File: src/rtl/spi_mem_responder.sv
// Serves core load/store requests from an external SPI serial SRAM (mode 0, 24-bit address, sequential).
// Define SPI_MEM_FAST_READ_EN to issue loads as fast reads (opcode 0x0B plus 8 dummy bits).
module spi_mem_responder #(
  parameter int unsigned ADDR_WIDTH = 17,
  parameter logic [7:0]  READ_CMD   = 8'h03,
  parameter logic [7:0]  WRITE_CMD  = 8'h02
) (
  input  logic        clk,
  input  logic        rst_n,
  input  logic        memory_read,
  input  logic        memory_write,
  input  logic [2:0]  option,
  input  logic [31:0] address,
  input  logic [31:0] write_data,
  output logic [31:0] read_data,
  output logic        memory_response,
  output logic        spi_cs_n,
  output logic        spi_sck,
  output logic        spi_mosi,
  input  logic        spi_miso
);

`ifdef SPI_MEM_FAST_READ_EN
  localparam logic       FastRead = 1'b1;
  localparam logic [7:0] LoadCmd  = 8'h0B;
`else
  localparam logic       FastRead = 1'b0;
  localparam logic [7:0] LoadCmd  = READ_CMD;
`endif

  typedef enum logic [2:0] {IDLE, CMD, ADDR, DUMMY, DATA, DONE} state_e;

  state_e      state_q, state_d;
  logic        phase_q, phase_d;
  logic [4:0]  bit_cnt_q, bit_cnt_d;
  logic [63:0] tx_q, tx_d;
  logic [31:0] rx_q, rx_d;
  logic        is_write_q, is_write_d;
  logic [2:0]  opt_q, opt_d;
  logic [31:0] read_data_q, read_data_d;
  logic        resp_q, resp_d;
  logic        cs_n_q, cs_n_d;
  logic        sck_q, sck_d;
  logic        mosi_q, mosi_d;

  logic        req_valid;
  logic [7:0]  cmd_byte;
  logic [23:0] addr24;
  logic [31:0] wr_bytes;
  logic [63:0] frame;
  logic [4:0]  data_last;
  logic        bit_last;
  logic        unused_addr_hi;

  // Whole outgoing frame is built at acceptance and shifted out MSB first; store bytes go low byte first.
  assign req_valid = !(option == 3'b011 || option[2:1] == 2'b11);
  assign cmd_byte  = memory_write ? WRITE_CMD : LoadCmd;
  assign addr24    = 24'(address[ADDR_WIDTH-1:0]);
  assign wr_bytes  = {write_data[7:0], write_data[15:8], write_data[23:16], write_data[31:24]};
  assign frame     = {cmd_byte, addr24, memory_write ? wr_bytes : 32'h0};
  assign data_last = (opt_q[1:0] == 2'b00) ? 5'd7 : (opt_q[1:0] == 2'b01) ? 5'd15 : 5'd31;
  assign unused_addr_hi = ^address[31:ADDR_WIDTH];

  always_comb begin
    state_d     = state_q;
    phase_d     = phase_q;
    bit_cnt_d   = bit_cnt_q;
    tx_d        = tx_q;
    rx_d        = rx_q;
    is_write_d  = is_write_q;
    opt_d       = opt_q;
    read_data_d = read_data_q;
    resp_d      = 1'b0;
    cs_n_d      = cs_n_q;
    sck_d       = sck_q;
    mosi_d      = mosi_q;
    bit_last    = 1'b0;
    unique case (state_q)
      IDLE: begin
        if (memory_read || memory_write) begin
          is_write_d = memory_write;
          opt_d      = option;
          if (!req_valid) begin
            state_d = DONE;
            resp_d  = 1'b1;
            if (!memory_write) read_data_d = 32'h0;
          end else begin
            state_d   = CMD;
            cs_n_d    = 1'b0;
            sck_d     = 1'b0;
            phase_d   = 1'b0;
            bit_cnt_d = 5'd0;
            rx_d      = 32'h0;
            mosi_d    = frame[63];
            tx_d      = {frame[62:0], 1'b0};
          end
        end
      end
      CMD, ADDR, DUMMY, DATA: begin
        if (!phase_q) begin
          phase_d = 1'b1;
          sck_d   = 1'b1;
        end else begin
          phase_d = 1'b0;
          sck_d   = 1'b0;
          // Received bytes land little-endian, each byte arriving MSB first.
          if (state_q == DATA && !is_write_q) rx_d[{bit_cnt_q[4:3], ~bit_cnt_q[2:0]}] = spi_miso;
          unique case (state_q)
            CMD:     bit_last = (bit_cnt_q == 5'd7);
            ADDR:    bit_last = (bit_cnt_q == 5'd23);
            DUMMY:   bit_last = (bit_cnt_q == 5'd7);
            default: bit_last = (bit_cnt_q == data_last);
          endcase
          bit_cnt_d = bit_last ? 5'd0 : bit_cnt_q + 5'd1;
          if (bit_last) begin
            unique case (state_q)
              CMD:     state_d = ADDR;
              ADDR:    state_d = (FastRead && !is_write_q) ? DUMMY : DATA;
              DUMMY:   state_d = DATA;
              default: state_d = DONE;
            endcase
          end
          if (state_d == DONE) begin
            cs_n_d = 1'b1;
            mosi_d = 1'b0;
            resp_d = 1'b1;
            if (!is_write_q) begin
              unique case (opt_q[1:0])
                2'b00:   read_data_d = {{24{rx_d[7] & ~opt_q[2]}}, rx_d[7:0]};
                2'b01:   read_data_d = {{16{rx_d[15] & ~opt_q[2]}}, rx_d[15:0]};
                default: read_data_d = rx_d;
              endcase
            end
          end else if (state_d == DUMMY) begin
            mosi_d = 1'b0;
          end else begin
            mosi_d = tx_q[63];
            tx_d   = {tx_q[62:0], 1'b0};
          end
        end
      end
      DONE:    state_d = IDLE;
      default: state_d = IDLE;
    endcase
  end

  always_ff @(posedge clk) begin
    if (!rst_n) begin
      state_q     <= IDLE;
      phase_q     <= 1'b0;
      bit_cnt_q   <= 5'd0;
      tx_q        <= 64'h0;
      rx_q        <= 32'h0;
      is_write_q  <= 1'b0;
      opt_q       <= 3'b000;
      read_data_q <= 32'h0;
      resp_q      <= 1'b0;
      cs_n_q      <= 1'b1;
      sck_q       <= 1'b0;
      mosi_q      <= 1'b0;
    end else begin
      state_q     <= state_d;
      phase_q     <= phase_d;
      bit_cnt_q   <= bit_cnt_d;
      tx_q        <= tx_d;
      rx_q        <= rx_d;
      is_write_q  <= is_write_d;
      opt_q       <= opt_d;
      read_data_q <= read_data_d;
      resp_q      <= resp_d;
      cs_n_q      <= cs_n_d;
      sck_q       <= sck_d;
      mosi_q      <= mosi_d;
    end
  end

  assign read_data       = read_data_q;
  assign memory_response = resp_q;
  assign spi_cs_n        = cs_n_q;
  assign spi_sck         = sck_q;
  assign spi_mosi        = mosi_q;

endmodule

File: config.mk
export PLATFORM = sky130hd
export DESIGN_NAME = spi_mem_responder
export DESIGN_NICKNAME = d
export VERILOG_FILES = /design/src/rtl/spi_mem_responder.sv
export SDC_FILE = /design/constraint.sdc
export NUM_CORES = 1
export LEC_CHECK = 0
export CORE_MARGIN = 2
export CORE_UTILIZATION = 45
export DETAILED_ROUTE_END_ITERATION = 10
export PLACE_DENSITY = 0.69
export SYNTH_ARGS = -nofsm -noshare
export SYNTH_HDL_FRONTEND = slang
export SYNTH_SLANG_ARGS = --single-unit
export TNS_END_PERCENT = 1
File: constraint.sdc
create_clock -name clk -period 6.1 [get_ports clk]
set_clock_uncertainty 0.15 [all_clocks]
set_input_delay 1.83 -clock clk [delete_from_list [all_inputs] [get_ports clk]]
set_output_delay 1.83 -clock clk [all_outputs]
set_load 0.03 [all_outputs]
# Word-level counts from Yosys, hierarchy flattened
# Index checks and enable logic that the tools add are counted.
[totals]
reg_bits = 144
inputBits = 72
output_inout_bits = 36
word_cells = 119
[classes]
addsub = 1
n_lt_le_gt_ge = 2
eq_ne = 21
n_mux = 62
bitwise_logic = 4
n_reduce_logical = 18
[op_table]
columns = ["cell", "count"]
rows = [
  ["$mux W32", 13],
  ["$mux W64", 5],
  ["$pmux W32 S2", 3],
  ["$pmux W64 S2", 1],
  ["$bwmux W32", 1],
  ["$mux W5", 6],
  ["$mux W1", 18],
  ["$mux W3", 6],
  ["$ne A2 B2 Y1 const B", 9],
  ["$eq A3 B2 Y1 const B", 4],
  ["$pmux W3 S2", 2],
  ["$pmux W1 S2", 5],
  ["$pmux W5 S2", 1],
  ["$reduce_and A7 Y1", 1],
  ["$eq A3 B3 Y1 const B", 2],
  ["$lt A5 B6 Y1 const B", 1],
  ["$reduce_and A6 Y1", 1],
  ["$add A5 B1 Y5 const B", 1],
  ["$demux W1 S5", 1],
  ["$eq A5 B3 Y1 const B", 1],
  ["$eq A5 B5 Y1", 1],
  ["$eq A5 B5 Y1 const B", 1],
  ["$ge A5 B1 Y1 const B", 1],
  ["$reduce_and A5 Y1", 1],
  ["other kinds (17)", 22],
]

# Logic depth before layout (Yosys ltp)
[depth]
ltp_word = 15
mapped_depth = 10
depth_no_buf = 8

# Worst setup path after synthesis
# OpenSTA, ideal clock, no wires.
[synth_path]
path_kind = "input -> register"
start = "input port memory_write"
end = "register tx_q[45]"
arrival_ns = 3.427
required_time_ns = 5.861
slack_ns = 2.434
cell_stages = 10
n_path_buf = 4
path_cell_list = "clkbuf_1 -> or2_2 -> nand3_1 -> nand2_1 -> o21a_1 -> clkbuf_1 -> and2_1 -> buf_6 -> buf_6 -> a311oi_2"
[synth_via]
elab_chain_cells = 3
[synth_lines]
columns = ["element", "line_no", "source"]
rows = [
  ["start: declaration", "11", "input logic memory_write,"],
  ["$logic_or A1 B1 Y1", "80", "if (memory_read || memory_write) begin"],
  ["$ne A2 B2 Y1 (no line)", "--", ""],
  ["$reduce_and A6 Y1 (no line)", "--", ""],
  ["end signal: assignment", "165", "tx_q <= tx_d;"],
  ["end: declaration", "36", "logic [63:0] tx_q, tx_d;"],
]
# Every way passes these cells.
# A chain may end at the register's enable or synchronous reset.

# Worst setup path in the final report
[layout_path]
start = "input port option[2]"
end = "register tx_q[33]"
[layout_via]
elab_chain_cells = 4
[layout_lines]
columns = ["element", "line_no", "source"]
rows = [
  ["start: declaration", "12", "input logic [2:0] option,"],
  ["$eq A3 B2 Y1 or $eq A2 B2 Y1 (tied branches)", "56", "assign req_valid = !(option == 3'b011 || option[2:1] == 2'b11);"],
  ["$logic_or A1 B1 Y1 (*)", "56", ""],
  ["$ne A2 B2 Y1 (no line) (*)", "--", ""],
  ["$reduce_and A6 Y1 (no line) (*)", "--", ""],
]
# Every way passes the cells marked *; elsewhere a longest branch is shown, timed or not.

==> results.sh <==
export IMPL_synth_area_um2=7179
export IMPL_grt_pass1_vias=5811
export IMPL_routed_wl_mm=17.52
export IMPL_clock_latency_ns=0.42
export IMPL_cts_setup_buffers=0
export IMPL_dp_cells=1077
export IMPL_die_y_um=130.3
export IMPL_seq_area_frac_synth_pct=39.87
export IMPL_ys_flop_type="dfxtp_1"
export IMPL_ys_ff_latch=143
export IMPL_vias=6280
export IMPL_gp_congestion=0.8063
export IMPL_port_buffers=92
export IMPL_switching_share_pct=28.27
export IMPL_yosys_warnings=0
export IMPL_crit_chain="clkdlybuf4s50_1 -> o21ai_0 -> nand3_1 -> nand2_1 -> o21a_1 -> and2_4 -> a311oi_2"
export IMPL_setup_worst_path_end="tx_q[33]"
export IMPL_postSynth_asyncResetShare_pct=0
export IMPL_min_path_type="flip-flop to flip-flop"
export IMPL_crit_start="option[2]"
export IMPL_setup_violations=0
export IMPL_crit_type="input port to flip-flop"
export IMPL_r2r_start="bit_cnt_q[0]"
export IMPL_clk_pin_slew_ns=0.06
export IMPL_combPwrFrac_pct=17.7
export IMPL_wire_per_inst_um=15.80
export IMPL_multi_input_comb_area_um2=3895
export IMPL_dp_hpwl_mm=10.65
export IMPL_drive_gt1_share_pct=12.88
export IMPL_antenna_found_initial=1
export IMPL_antenna_left=0
export IMPL_p_per_area_nw_per_um2=290.9
export IMPL_p_sw_mw=0.7113
export IMPL_route_detailed_drc=0
export IMPL_r2r_end="read_data[12]"
export IMPL_ctsLongestPathBuffers=2
export IMPL_hold_viol=0
export IMPL_grt_setup_unrepaired="no"
export IMPL_dp_slack_ns=1.344
export IMPL_first_pass_iters=4
export IMPL_syn_nets=920
export IMPL_numCtsBuffers=17
export IMPL_layout_min_cycle_time_ns=4.308
export IMPL_fin_hold_ws_ns=0.2995
export IMPL_peakVddDrop_mv=0.1924
export IMPL_reg2reg_slack_ns=2.82
export IMPL_p_leak_nw=2.835
export IMPL_initial_utilization_pct=45.69
export IMPL_cts_resized_gates=0
export IMPL_start_kind="input port"
export IMPL_worst_pin_slew_ns=1.225
export IMPL_vias_per_cell=5.663
export IMPL_die_area_um2=16980
export IMPL_slew_headroom_pct=18.32
export IMPL_r2r_cells=7
export IMPL_internal_power_mw=1.805
export IMPL_overflow=0
export IMPL_num_nets_final=956
export IMPL_grt_max_degree=79
export IMPL_fmax_ghz=0.2321
export IMPL_grt_total_usage_pct=21.33
export IMPL_synthToLayoutAreaGrowth_pct=20.49
export IMPL_setup_ws_ns=1.792
export IMPL_grt_pass1_wl_mm=29.12
export IMPL_crit_fanout=63
export IMPL_antenna_cells=0
export IMPL_setup_worst_path_end_class="flip-flop"
export IMPL_row_count=46
export IMPL_fin_cells=1109
export IMPL_critPathRequiredTime_ns=6.19
export IMPL_cts_root_buf="clkbuf_16"
export IMPL_seq_power_share_pct=41.4
export IMPL_cts_tree="yes"
export IMPL_fin_tns_setup_ns=0
export IMPL_drv_slew=0
export IMPL_hold_buffers=0
export IMPL_die_w_um=130.3
export IMPL_status="finished, final reports clean"
export IMPL_synthCells=844
export IMPL_core_um2=15710
export IMPL_synth_edf_count=0
export IMPL_dr_first_iter_drc_count=480
export IMPL_p_clk_share_pct=41.0
export IMPL_worst_ep_arrival_time_ns=4.40
export IMPL_slowest_stage="and2_4"
export IMPL_seq_area_um2=2863
export IMPL_finalCritPeriodShare_pct=70.62
export IMPL_cap_viol_max_count=0
export IMPL_cpPeakStageDelay_ns=0.82
export IMPL_num_fill_cells=1462
export IMPL_clock_sinks=143
export IMPL_htreeDepth=4
export IMPL_syn_avg_cell_area_um2=8.506
export IMPL_synth_distinct_cells=61
export IMPL_ioPinCount=108
-- flip-flops by register name, summed over array words and instances (netlist names) --
name	cells
bit_cnt_q	5
is_write_q	1
memory_response	1
opt_q	3
read_data	32
rx_q	32
spi_cs_n	1
spi_mosi	1
spi_sck	1
state_q	3
tx_q	63
-- routing by layer --
layer  GRT usage (%)  share of wire, %
met3           5.043               4.3
met4           7.337               1.4
met1           29.43                48
met2           32.80                47
met5               0             0.074
-- power by group through the flow --
| stage | Sequential, mW | Combinational [mW] | Clock, mW |
|---|---|---|---|
| floorplan | 1.06 | 0.336 | 0 |
| global placement | 1.06 | 0.440 | 0 |
| detailed placement | 1.06 | 0.446 | 0 |
| CTS | 1.04 | 0.446 | 1.04 |
| global route | 1.05 | 0.490 | 1.08 |
| finish | 1.04 | 0.445 | 1.03 |
-- Yosys cell counts, drive strengths merged, types with 2 or more instances --
cell type / n / area, µm²
mux2i: 43 / 430.4
o221a: 25 / 281.5
and2: 6 / 37.54
buf: 19 / 138.9
a31oi: 4 / 25.02
o21ai: 41 / 205.2
dfxtp: 143 / 2863
a211oi: 2 / 20.02
xnor2: 3 / 26.28
or3: 8 / 50.05
nand4b: 3 / 26.28
nor2: 61 / 231.5
a21oi: 89 / 445.4
nand2: 135 / 506.7
nor4: 2 / 12.51
nor3: 11 / 60.06
inv: 11 / 41.29
nand3: 66 / 335.3
o22ai: 4 / 25.02
clkbuf: 66 / 247.7
nor2b: 2 / 12.51
nand3b: 2 / 15.01
and3: 2 / 12.51
ha: 4 / 50.05
a311oi: 49 / 710.7
a2bb2oi: 5 / 43.79
a22o: 7 / 61.31
nand4: 3 / 18.77
nand2b: 6 / 37.54
-- critical path, delay by kind of cell --
family | cells | cell delay, ns
AOI/OAI and AO/OA | 3 | 0.75
buffers and inverters | 1 | 0.41
and+or+nand+nor | 3 | 1.36
-- metrics by stage --
step,area (µm²),utilization (%),total power [mW]
floorplan,7179,-,1.396
detailed placement,8065,51.33,1.505
global route,8651,55.06,2.622
global placement,8065,51.33,1.499
finish,8651,55.06,2.516
CTS,8651,55.06,2.529
-- cell usage in the layout (no fill, tap or decap), types with 2 or more instances in the layout --
master and n:
dfxtp_1 143, a311oi_1 4, o221a_1 10, clkinvlp_4 3, nand2b_1 6, clkinv_2 5
xnor2_1 3, mux2i_1 43, nand4b_1 3, clkbuf_1 2, o21ai_1 3, and2_1 4
nor2b_1 2, nand3b_1 2, clkbuf_16 17, nor4_1 2, a2bb2oi_1 5, a21oi_1 89
and3_1 2, nand4_1 3, a22o_1 7, ha_1 4, clkbuf_8 3, a311oi_2 45
or3_1 8, a31oi_1 4, buf_4 10, o221a_2 15, clkdlybuf4s50_1 91, o21ai_0 37
bufinv_16 2, inv_1 11, nor2_1 60, nor3_1 10, o22ai_1 4, nand3_1 65
nand2_1 134
-- layout make-up --
class / count / area share, %
tap: 216 / 3.124
inverter: 12 / 0.5351
clock inverter: 10 / 1.287
timing repair buffer: 102 / 11.46
multi-input combinational: 604 / 45.02
clock buffer: 22 / 5.482
sequential: 143 / 33.09
-- kinds of logic after synthesis --
family	count (synthesis)	synth area share (%)
multiplexers	44	6.152
adder cells (fa/ha/maj)	4	0.6971
AO/OA/AOI/OAI	238	27.05
flip-flops	143	39.87
XOR/XNOR	4	0.4881
buffers and inverters	97	6.013
AND/OR/NAND/NOR	314	19.73
-- worst min path at each step --
stage               cells past startpoint  startpoint  slack (ns)       end
finish                                  2    tx_q[57]        0.30  tx_q[57]
CTS                                     2     rx_q[6]        0.30   rx_q[6]
global placement                        2     rx_q[6]        0.29   rx_q[6]
floorplan                               2     rx_q[4]        0.28   rx_q[4]
global route                            2    rx_q[29]        0.32  rx_q[29]
detailed placement                      2     rx_q[6]        0.29   rx_q[6]
Note: power is estimated with default switching activity, not from simulation.
